===== config.mk =====
export PLATFORM = sky130hd
export DESIGN_NAME = regfile_wb_arbiter_flat
export DESIGN_NICKNAME = d
export VERILOG_FILES = /design/src/rtl/regfile_wb_arbiter_pkg.sv /design/src/rtl/regfile_wb_arbiter_if.sv /design/src/rtl/regfile_wb_arbiter_rr_arbiter.sv /design/src/rtl/regfile_wb_arbiter.sv /design/src/flat_wrapper.sv
export SDC_FILE = /design/constraint.sdc
export NUM_CORES = 1
export LEC_CHECK = 0
export CAP_MARGIN = 20
export CORE_MARGIN = 5
export CORE_UTILIZATION = 28
export DETAILED_ROUTE_END_ITERATION = 6
export SETUP_SLACK_MARGIN = 0.15
export SLEW_MARGIN = 20
export SYNTH_ARGS = -nofsm -noshare
export SYNTH_HDL_FRONTEND = slang
export SYNTH_SLANG_ARGS = --single-unit

===== constraint.sdc =====
create_clock -name clk -period 2.5 [get_ports clk]
set_clock_uncertainty 0.05 [all_clocks]
set_input_delay 0.625 -clock clk [delete_from_list [all_inputs] [get_ports clk]]
set_output_delay 0.625 -clock clk [all_outputs]
set_load 0.03 [all_outputs]

===== src/rtl/regfile_wb_arbiter_pkg.sv =====
// Shared register-file constants and the writeback request record.
package rf_pkg;
  localparam int XLEN = 64;
  localparam int AW   = 5;
  localparam int NREG = 32;
  localparam logic [AW-1:0] REG_ZERO = '0;

  typedef struct packed {
    logic [AW-1:0]   rd;
    logic [XLEN-1:0] data;
  } wb_req_t;
endpackage


===== src/rtl/regfile_wb_arbiter_if.sv =====
// Writeback requester bus: NREQ packed valid/ready lanes carrying rd and data.
interface regfile_wb_arbiter_if
  import rf_pkg::*;
#(
  parameter int NREQ = 2
);
  logic [NREQ-1:0]      req_valid;
  logic [NREQ*AW-1:0]   req_rd;
  logic [NREQ*XLEN-1:0] req_data;
  logic [NREQ-1:0]      req_ready;

  modport master (output req_valid, req_rd, req_data, input req_ready);
  modport slave  (input req_valid, req_rd, req_data, output req_ready);
endinterface


===== src/rtl/regfile_wb_arbiter_rr_arbiter.sv =====
// Round-robin arbiter; with WB_FIXED_PRIO_EN defined it is a fixed-priority encoder (req 0 highest).
module rr_arbiter #(
  parameter int NREQ = 2,
  parameter int GW   = 1
) (
  input  logic [NREQ-1:0] req,
  input  logic [GW-1:0]   ptr,
  output logic [NREQ-1:0] gnt,
  output logic [GW-1:0]   gnt_idx,
  output logic            gnt_any,
  output logic [GW-1:0]   ptr_nxt
);

`ifdef WB_FIXED_PRIO_EN
  logic unused_ptr;
  assign unused_ptr = ^ptr;

  always_comb begin
    gnt     = '0;
    gnt_idx = '0;
    gnt_any = 1'b0;
    ptr_nxt = '0;
    for (int k = NREQ - 1; k >= 0; k--) begin
      if (req[k]) begin
        gnt      = '0;
        gnt[k]   = 1'b1;
        gnt_idx  = GW'(k);
        gnt_any  = 1'b1;
      end
    end
  end
`else
  always_comb begin
    int idx;
    gnt     = '0;
    gnt_idx = '0;
    gnt_any = 1'b0;
    ptr_nxt = ptr;
    idx     = 0;
    // Scan starting at ptr, wrapping at NREQ; first valid wins.
    for (int k = 0; k < NREQ; k++) begin
      idx = int'(ptr) + k;
      if (idx >= NREQ) idx = idx - NREQ;
      if (req[idx] && !gnt_any) begin
        gnt[idx] = 1'b1;
        gnt_idx  = GW'(idx);
        gnt_any  = 1'b1;
      end
    end
    if (gnt_any)
      ptr_nxt = (gnt_idx == GW'(NREQ - 1)) ? '0 : gnt_idx + 1'b1;
  end
`endif

endmodule


===== src/rtl/regfile_wb_arbiter.sv =====
// Register-file write-port arbiter with RAW scoreboard. Build option: WB_FIXED_PRIO_EN.
module regfile_wb_arbiter
  import rf_pkg::*;
#(
  parameter int NREQ = 2
) (
  input  logic                     clk,
  input  logic                     reset,
  regfile_wb_arbiter_if.slave      wb,
  output logic [AW-1:0]            rf_rd,
  output logic [XLEN-1:0]          rf_WriteData,
  output logic                     rf_RegWrite,
  output logic [$clog2(NREQ)-1:0]  grant_id,
  input  logic                     issue_valid,
  input  logic [AW-1:0]            issue_rd,
  input  logic [AW-1:0]            rs1,
  input  logic [AW-1:0]            rs2,
  output logic                     rs1_busy,
  output logic                     rs2_busy
);

  localparam int GW = $clog2(NREQ);

  logic [GW-1:0]   ptr;
  logic [GW-1:0]   ptr_nxt;
  logic [GW-1:0]   gnt_idx;
  logic [NREQ-1:0] gnt;
  logic            gnt_any;
  wb_req_t         sel;
  logic [NREG-1:0] busy;
  logic [NREG-1:0] busy_nxt;

  rr_arbiter #(.NREQ(NREQ), .GW(GW)) u_arb (
    .req     (wb.req_valid),
    .ptr     (ptr),
    .gnt     (gnt),
    .gnt_idx (gnt_idx),
    .gnt_any (gnt_any),
    .ptr_nxt (ptr_nxt)
  );

  // Ready is masked while reset is held so no handshake completes in reset.
  assign wb.req_ready = reset ? gnt : '0;

  always_comb begin
    sel = '0;
    for (int i = 0; i < NREQ; i++) begin
      if (gnt_idx == GW'(i)) begin
        sel.rd   = wb.req_rd[i*AW +: AW];
        sel.data = wb.req_data[i*XLEN +: XLEN];
      end
    end
  end

  // Write port stage: granted request appears on rf_* one cycle later
  always_ff @(posedge clk or negedge reset) begin
    if (!reset) begin
      ptr          <= '0;
      grant_id     <= '0;
      rf_rd        <= '0;
      rf_WriteData <= '0;
      rf_RegWrite  <= 1'b0;
    end else if (gnt_any) begin
      ptr          <= ptr_nxt;
      grant_id     <= gnt_idx;
      rf_rd        <= sel.rd;
      rf_WriteData <= sel.data;
      rf_RegWrite  <= (sel.rd != REG_ZERO);
    end else begin
      rf_RegWrite  <= 1'b0;
    end
  end

  // Set after clear so a new producer overrides a completing write.
  always_comb begin
    busy_nxt = busy;
    if (rf_RegWrite)
      busy_nxt[rf_rd] = 1'b0;
    if (issue_valid && (issue_rd != REG_ZERO))
      busy_nxt[issue_rd] = 1'b1;
    busy_nxt[0] = 1'b0;
  end

  always_ff @(posedge clk or negedge reset) begin
    if (!reset) busy <= '0;
    else        busy <= busy_nxt;
  end

  assign rs1_busy = busy[rs1];
  assign rs2_busy = busy[rs2];

endmodule


===== src/flat_wrapper.sv =====
// flat-port wrapper written by rule: the top's interface ports become plain ports
module regfile_wb_arbiter_flat import rf_pkg::*;
#(
  parameter int NREQ = 2
)
  (clk, reset, rf_rd, rf_WriteData, rf_RegWrite, grant_id, issue_valid, issue_rd, rs1, rs2, rs1_busy, rs2_busy, wb_req_valid, wb_req_rd, wb_req_data, wb_req_ready);
  regfile_wb_arbiter_if #(.NREQ(NREQ)) wb_i ();
  input  logic clk;
  input  logic reset;
  output logic [AW-1:0] rf_rd;
  output logic [XLEN-1:0] rf_WriteData;
  output logic rf_RegWrite;
  output logic [$clog2(NREQ)-1:0] grant_id;
  input  logic issue_valid;
  input  logic [AW-1:0] issue_rd;
  input  logic [AW-1:0] rs1;
  input  logic [AW-1:0] rs2;
  output logic rs1_busy;
  output logic rs2_busy;
  input wire logic [$bits(wb_i.req_valid)-1:0] wb_req_valid;
  input wire logic [$bits(wb_i.req_rd)-1:0] wb_req_rd;
  input wire logic [$bits(wb_i.req_data)-1:0] wb_req_data;
  output wire logic [$bits(wb_i.req_ready)-1:0] wb_req_ready;
  assign wb_i.req_valid = wb_req_valid;
  assign wb_i.req_rd = wb_req_rd;
  assign wb_i.req_data = wb_req_data;
  assign wb_req_ready = wb_i.req_ready;
  regfile_wb_arbiter #(.NREQ(NREQ)) u_core (.clk(clk), .reset(reset), .wb(wb_i), .rf_rd(rf_rd), .rf_WriteData(rf_WriteData), .rf_RegWrite(rf_RegWrite), .grant_id(grant_id), .issue_valid(issue_valid), .issue_rd(issue_rd), .rs1(rs1), .rs2(rs2), .rs1_busy(rs1_busy), .rs2_busy(rs2_busy));
endmodule

Yosys cells after proc, flatten, opt, wreduce, memory -nomap -nowiden --
Index checks and enable logic that the tools add are counted.
Storage, ports and cells: flip-flop bits (word level) 103, input bits 158, word-level logic and storage cells 67
Operators by class: add/subtract/negate cells 4, order comparisons 12, multiplexer cells 32, bitwise logic cells 4, reductions and logical operators 9
Operator list (count):
- 32-bit two-way mux | 4
- 69-bit two-way mux | 1
- 32-bit by 1-bit >= comparator with 1-bit output, second input constant | 2
- 32-bit by 3-bit less-than comparator with 1-bit output, second input constant | 2
- 32-bit AND | 1
- 32-bit NOT | 1
- 32-bit OR | 1
- 5-bit by 6-bit less-than comparator with 1-bit output, second input constant | 4
- 1-bit two-way mux | 18
- 1-bit binary-select mux with 5-bit select | 2
- 1-bit demux with 5-bit select | 2
- 5-bit by 1-bit >= comparator with 1-bit output, second input constant | 2
- 5-bit nonzero test | 2
- 1-bit logical AND | 6
- 2-bit two-way mux | 3
- 1-bit by 2-bit subtractor with 3-bit output, second input constant | 1
- 2-bit by 2-bit subtractor with 3-bit output, second input constant | 1
- 1-bit by 1-bit adder with 2-bit output, second input constant | 1
- 1-bit demux with 1-bit select | 2
- 1-bit by 2-bit >= comparator with 1-bit output, second input constant | 1
- 2-bit >= comparator, second input constant | 1
- 2-bit OR | 1
- 1-bit adder, second input constant | 1
- 1-bit logical NOT | 1

Depth between registers and ports, before layout --
Gate-level depths: netlist of the first run.
word-level depth 12, mapped depth 7, gate-level depth less buffers 4

Modules after synthesis --
A second synthesis of the first run with hierarchy kept.
Second synthesis, totals: cell total of the unflattened synthesis 516, area, all modules 5198.7 µm²
Modules (own cells, without submodules):
- regfile_wb_arbiter | times used 1, cells an instance 509, area each 5147.4 µm²
- rr_arbiter | times used 1, cells an instance 7, area each 51.3 µm²

Least setup slack after synthesis of the first run --
OpenSTA, ideal clock, no wires.
path type input -> output, start point input port rs1[0], end point output port rs1_busy, arrival time 1846 ps, slack -21 ps, stages 5, buffers on the path 1, path through buf_2 mux4_2 nand2b_1 o211ai_1 nand4_1
Between the ends: cells in the longest elaborated chain, start to end 2
Ends and longest elaborated chain:
- from (decl) | RTL line flat_wrapper.sv:16 | input logic [AW-1:0] rs1;
- 1-bit binary-select mux with 5-bit select | RTL line regfile_wb_arbiter.sv:89 | assign rs1_busy = busy[rs1];
- 1-bit two-way mux (not written as such) | RTL line regfile_wb_arbiter.sv:89
- to (decl) | RTL line flat_wrapper.sv:18 | output logic rs1_busy;
No other way between the ends. The select of a mux whose other input is x is not followed.

Final worst setup path of the first run --
start point register u_core.busy[21], end point output port rs1_busy
Between the ends: cells in the longest elaborated chain, start to end 2
Ends and longest elaborated chain:
- from (decl) | RTL line regfile_wb_arbiter.sv:30 | logic [NREG-1:0] busy;
- from (signal assigned) | RTL line regfile_wb_arbiter.sv:86 | else busy <= busy_nxt;
- 1-bit binary-select mux with 5-bit select | RTL line regfile_wb_arbiter.sv:89
- 1-bit two-way mux (not written as such) | RTL line regfile_wb_arbiter.sv:89
No other way between the ends. The select of a mux whose other input is x is not followed.

==> results of run 1 <==
registers in the layout, indices dropped and copies added, names as in the netlist:
name                 cells
u_core.rf_RegWrite       1
u_core.rf_WriteData     64
u_core.busy             31
u_core.ptr               1
u_core.grant_id          1
u_core.rf_rd             5
Yosys cell counts:
library cell,count,share of area [%]
a211oi_1,2,0.30
a21oi_1,28,2.8
a22oi_1,4,0.61
and2_1,1,0.13
buf_1,5,0.38
buf_2,13,1.3
clkbuf_1,16,1.2
dfrtp_1,103,52
inv_1,5,0.38
mux2_2,1,0.23
mux2i_1,18,3.7
mux4_2,6,2.7
nand2_1,20,1.5
nand2b_1,16,2.0
nand3_1,12,1.2
nand3b_1,10,1.5
nand4_1,2,0.25
nor2_1,127,9.7
nor2b_1,4,0.51
o2111ai_1,2,0.36
o211ai_1,2,0.30
o21ai_0,77,7.8
o22ai_1,58,7.4
or2_2,1,0.13
or3_1,2,0.25
or3b_2,4,0.71
or4_1,2,0.30
cell usage in the layout, fill, tap and decap left out, types with 9 or more instances in the layout:
master / instances
o21ai_0: 77
nand3b_1: 10
mux2i_1: 16
clkbuf_16: 9
dfrtp_1: 103
nand3_1: 12
nand2b_1: 12
nand2_1: 18
buf_4: 24
nor2_1: 127
clkdlybuf4s50_1: 215
a21oi_1: 28
o22ai_1: 58
layer usage:
layer,global-route usage [%],vias to the layer above,share of wire (%)
li1,-,2403,-
met1,21.96,2469,38
met2,32.29,212,51
met3,6.564,28,9.0
met4,5.903,0,1.8
met5,0,-,0
through the flow:
step	setup slack [ns]	total power, mW	TNS (ns)
4_1_cts	-0.009138	5.785	-0.009138
2_1_floorplan	0.07950	3.310	0
5_1_grt	-0.07369	6.082	-0.07369
3_3_place_gp	-0.8755	4.277	-1.376
3_5_place_dp	-0.9046	4.299	-1.412
6_report	0.02033	5.750	0
kinds of logic (layout without fill, tap and decap cells):
logic type / after synthesis / count (layout)
multiplexers: 25 / 25
AO/OA/AOI/OAI: 173 / 173
flip-flops: 103 / 103
buffers and inverters: 39 / 281
AND/OR/NAND/NOR: 201 / 201
timing repair:
action | in CTS | in global routing
pin swaps | 9 | 1
setup endpoints to repair | 4 | 3
endpoints found under the hold margin | 0 | 0
cloned | 2 | 0
resized for setup | 39 | 5
buffers inserted | 1 | 0
cell type report:
class                   instances  share of cell area (%)
inverters                       5                  0.2328
repair buffers                261                   32.72
clock inverters                 3                  0.5277
clock buffers                  12                   3.182
flip-flops and latches        103                   31.97
well taps                     225                   3.492
multi-input cells             399                   27.88
power groups by stage:
stage                     combinational, mW  clock [mW]  sequential [mW]
after CTS                              1.95        1.48             2.36
after detailed placement               1.91           0             2.39
after global routing                   2.10        1.56             2.42
after floorplan                       0.754           0             2.56
after global placement                 1.87           0             2.41
final                                  1.93        1.45             2.37
critical path: cells and delay by family (launching register included):
kind            cells  cell delay [ns]
mux                 1             0.43
flops               1             0.40
buf+inv             2             0.29
simple gates        2             0.28
compound gates      1             0.05
final timing paths:
check | startpoint | end | depth (start not counted)
min in group clk | u_core.rf_WriteData[49] | u_core.rf_WriteData[49] | 2
min reg2reg | u_core.rf_WriteData[49] | u_core.rf_WriteData[49] | 2
max reg2reg | u_core.ptr | u_core.grant_id | 4
max in group asynchronous | reset | u_core.busy[17] | 2
min | reset | u_core.rf_WriteData[25] | 1
max | u_core.busy[21] | rs1_busy | 6
==> run_results.csv, run 1 <==
group,metric,value,unit
setup_path,reg2reg_setup_slack,0.70,ns
timing,final_max_slew_viol_count,0,
logic_synthesis,synth_top_family_by_area,"compound AO/OA/AOI/OAI gates",
finish,multi_input_area,0.002247,mm^2
logic_synthesis,seq_area_frac_synth,52.26,%
logic_synthesis,synth_xor_area_share,0,%
setup_path,path_cells,"buf_6 > mux4_2 > nand2b_4 > o2111ai_2 > nand4_1 > buf_6",
logic_synthesis,netlist_area,0.004932,mm^2
timing,slew_headroom,54.99,%
grt,grt_pass1_wl,30000,um
clocking,clkLatencyLatePin,0.35,ns
grt,overflow,0,
setup_path,cp_max_fo,2,
placement,numPortBuffers,232,
setup_path,crit_top_cell,"buf_6",
finish,ff_latch_area,0.002577,mm^2
drt,firstDrtPassIters,7,
drt,antenna_left,0,
logic_synthesis,ys_ff_latch,103,
drt,routed_wl,19290,um
grt,grt_max_degree,60,
die,initial_utilization,28.52,%
clocking,clock_path_buffers,2,
finish,antenna-diode-count,0,
setup_path,critPathKind,"reg -> out",
clocking,clk_pin_slew_worst_paths,0.07,ns
finish,nFillCells,1686,
grt,grt_pass1_vias,5470,
placement,place_inst,990,
clocking,cts_max_level,3,
die,die_w,142.7,um
clocking,holdBufCountCts,0,
timing,rsz0062_at_grt,"true",
setup_path,max_stage_delay,0.43,ns
power_and_ir_drop,p_clk_share,25.2,%
setup_path,cp-end-kind,"primary output",
run_status,status,"complete, no violations",
finish,nNetsFinal,937,
clocking,cts_buffers,9,
finish,syn2layout_area_growth,63.44,%
logic_synthesis,synthMuxAreaShare,6.621,%
die,design.core.area,0.01730,mm^2
power_and_ir_drop,switching_share,33.39,%
timing,setup_viol,0,
finish,drive_above_1_share,9.706,%
grt,grt.total_usage,18.76,%
grt,antenna_found_initial,0,
finish,stdcell_area,0.008061,mm^2
clocking,cts-root-buf,"clkbuf_16",
logic_synthesis,synth_cell_types,27,
power_and_ir_drop,ir_worst_vdd,0.3545,mV
die,rows,48,
logic_synthesis,syn_inst,541,
clocking,cts.sinks,103,
flow_run,cap_violations,0,
power_and_ir_drop,pwr-share-comb,33.6,%
power_and_ir_drop,powerDensity,713.3,mW/mm^2
die,fp.dieArea,0.02037,mm^2
drt,drt_iter0_markers,295,
timing,fmax,0.4033,GHz
logic_synthesis,syn-num-nets,699,
setup_path,crit_required,1.82,ns
logic_synthesis,synth_adder_area_share,0,%
setup_path,critPathLaunchType,"flip-flop",
logic_synthesis,ys_warn_count,0,
power_and_ir_drop,p_sw,1.920,mW
timing,fin_crit,2.480,ns
power_and_ir_drop,p_int,3.830,mW
timing,final-hold-violation-count,0,
power_and_ir_drop,p_seq_share,41.2,%
finish,fin_util,46.61,%
finish,final_cells,1008,
min_path,hp-class,"in -> async",
power_and_ir_drop,leakage,3.231,nW
placement,dpl_cell_area,0.007675,mm^2
placement,dp_hpwl,14860,um
setup_path,worstPathArrival,1.80,ns
drt,drc,0,
timing,final.period_utilization,99.19,%
drt,viasPerCell,5.071,
logic_synthesis,yosys.area_share.simple,18.24,%
logic_synthesis,synth_compound_area_share,19.58,%
timing,worst_pin_slew,0.6752,ns
die,fp.dieH,142.7,um
placement,gp_congestion,0.8152,
die,io_pins,233,
setup_path,critPathSlowestCell,"mux4_2",
clocking,cts_tree,"yes",
drt,wl_per_cell,19.13,um
logic_synthesis,syn_avg_cell_area,9.117,um^2
timing,timing.hold.ws,0.04860,ns
drt,vias,5112,
(Power assumes the default switching activity.)
==> run 2, diff against run 1 <==
- CAP_MARGIN: 20 -> not set
- RECOVER_POWER: not set -> 50
==> run_results.csv, run 2 (synthesis gave the netlist of run 1 again) <==
group,metric,value,unit
clocking,cts_tree,"yes",
setup_path,critPathKind,"reg -> out",
clocking,holdBufCountCts,0,
timing,worst_pin_slew,1.311,ns
finish,final_cells,1009,
setup_path,worstPathArrival,1.80,ns
grt,grt_pass1_vias,5470,
setup_path,critPathLaunchType,"flip-flop",
power_and_ir_drop,leakage,3.223,nW
timing,final_max_slew_viol_count,0,
setup_path,reg2reg_setup_slack,0.56,ns
die,io_pins,233,
finish,drive_above_1_share,9.451,%
grt,grt.total_usage,18.76,%
clocking,clkLatencyLatePin,0.35,ns
finish,syn2layout_area_growth,63.24,%
clocking,cts_buffers,9,
die,die_w,142.7,um
grt,overflow,0,
die,rows,48,
power_and_ir_drop,ir_worst_vdd,0.3539,mV
drt,firstDrtPassIters,7,
timing,final.period_utilization,99.13,%
placement,place_inst,990,
finish,stdcell_area,0.008051,mm^2
clocking,clk_pin_slew_worst_paths,0.07,ns
drt,viasPerCell,5.092,
timing,slew_headroom,12.62,%
setup_path,critPathSlowestCell,"mux4_2",
clocking,cts_max_level,3,
die,initial_utilization,28.52,%
setup_path,reg2reg_depth,5,
timing,rsz0062_at_grt,"true",
drt,wl_per_cell,19.20,um
finish,largest_reg_flops,64,
flow_run,cap_violations,0,
clocking,clock_path_buffers,2,
finish,reg_top3,"u_core.rf_WriteData (64), u_core.busy (31), u_core.rf_rd (5)",
setup_path,cp-end-kind,"primary output",
setup_path,reg2reg_from,"u_core.ptr",
die,design.core.area,0.01730,mm^2
min_path,hp-class,"in -> async",
power_and_ir_drop,powerDensity,714.8,mW/mm^2
die,fp.dieArea,0.02037,mm^2
drt,vias,5138,
finish,final_common_cell,"clkdlybuf4s50_1",
setup_path,max_stage_delay,0.43,ns
drt,antenna_left,0,
setup_path,path_cells,"buf_6 > mux4_2 > nand2b_4 > o2111ai_2 > nand4_1 > buf_6",
placement,dp_hpwl,14860,um
setup_path,crit_top_cell,"buf_6",
timing,final-hold-violation-count,0,
finish,layout_common_cells,"clkdlybuf4s50_1 (213), nor2_1 (127), dfrtp_1 (103)",
grt,grt_max_degree,60,
finish,regMostFlops,"u_core.rf_WriteData",
setup_path,cp_max_fo,2,
drt,routed_wl,19370,um
run_status,status,"complete, no violations",
grt,antenna_found_initial,0,
clocking,cts-root-buf,"clkbuf_16",
finish,nNetsFinal,937,
placement,numPortBuffers,232,
setup_path,crit_required,1.82,ns
timing,fin_crit,2.478,ns
drt,drt_iter0_markers,311,
placement,dpl_cell_area,0.007675,mm^2
placement,gp_congestion,0.8152,
setup_path,timing.rr.end,"u_core.rf_RegWrite",
die,fp.dieH,142.7,um
timing,fmax,0.4035,GHz
grt,grt_pass1_wl,30000,um
clocking,cts.sinks,103,
drt,drc,0,
timing,setup_viol,0,
## run 2: critical path, delay by kind of cell (launching register included)
| kind | cells | cell delay (ns) |
|---|---|---|
| and+or+nand+nor | 2 | 0.28 |
| buffers and inverters | 2 | 0.29 |
| AOI/OAI and AO/OA | 1 | 0.05 |
| DFF | 1 | 0.40 |
| muxes | 1 | 0.43 |
## run 2: metal layers
layer	GRT usage [%]	part of all wire [%]	vias up
li1	-	-	2401
met3	6.564	8.8	23
met4	5.903	1.7	0
met5	0	0	-
met2	32.29	51	211
met1	21.96	39	2503
## run 2: how the worst max path moves through the flow
stage                                from       end  slack (ns)
after global placement             rs2[0]  rs2_busy       -0.88
after global routing      u_core.busy[21]  rs1_busy       -0.07
after detailed placement           rs2[0]  rs2_busy       -0.90
after floorplan                    rs1[0]  rs1_busy        0.08
final                     u_core.busy[21]  rs1_busy        0.02
after CTS                 u_core.busy[21]  rs1_busy      -0.009
## run 2: timing repair
action	in CTS	in global routing
setup endpoints to repair	4	3
gates cloned	2	0
setup buffers	1	0
resized for setup	39	5
pin swaps	9	1
## run 2: through the flow
step	power [mW]	hold slack (ns)	setup slack [ns]	setup TNS [ns]	utilization, %
2_1_floorplan	3.310	0.2794	0.07950	0	-
3_3_place_gp	4.277	0.4255	-0.8755	-1.376	44.37
3_5_place_dp	4.299	0.4287	-0.9046	-1.412	44.37
4_1_cts	5.785	0.04322	-0.009138	-0.009138	46.57
5_1_grt	6.078	0.2906	-0.07369	-0.07369	46.54
6_report	5.755	0.2249	0.02180	0	46.55
## run 2: layout make-up
| type | count | area, um^2 |
|---|---|---|
| clock buffer | 12 | 256.5 |
| clock inverter | 3 | 42.54 |
| tap | 225 | 281.5 |
| multi-input combinational | 399 | 2247 |
| timing repair buffer | 261 | 2625 |
| sequential | 103 | 2577 |
| fill | 1691 | 9245 |
| inverter | 5 | 18.77 |
| antenna | 1 | 2.502 |
## run 2: where the power goes
part / total, mW / internal (mW) / switching, mW / leakage [nW]
Sequential: 2.37 / 2.05 / 0.324 / 1.16
Clock: 1.45 / 0.825 / 0.630 / 0.145
Combinational: 1.93 / 0.955 / 0.975 / 1.92
Total: 5.75 / 3.83 / 1.93 / 3.22
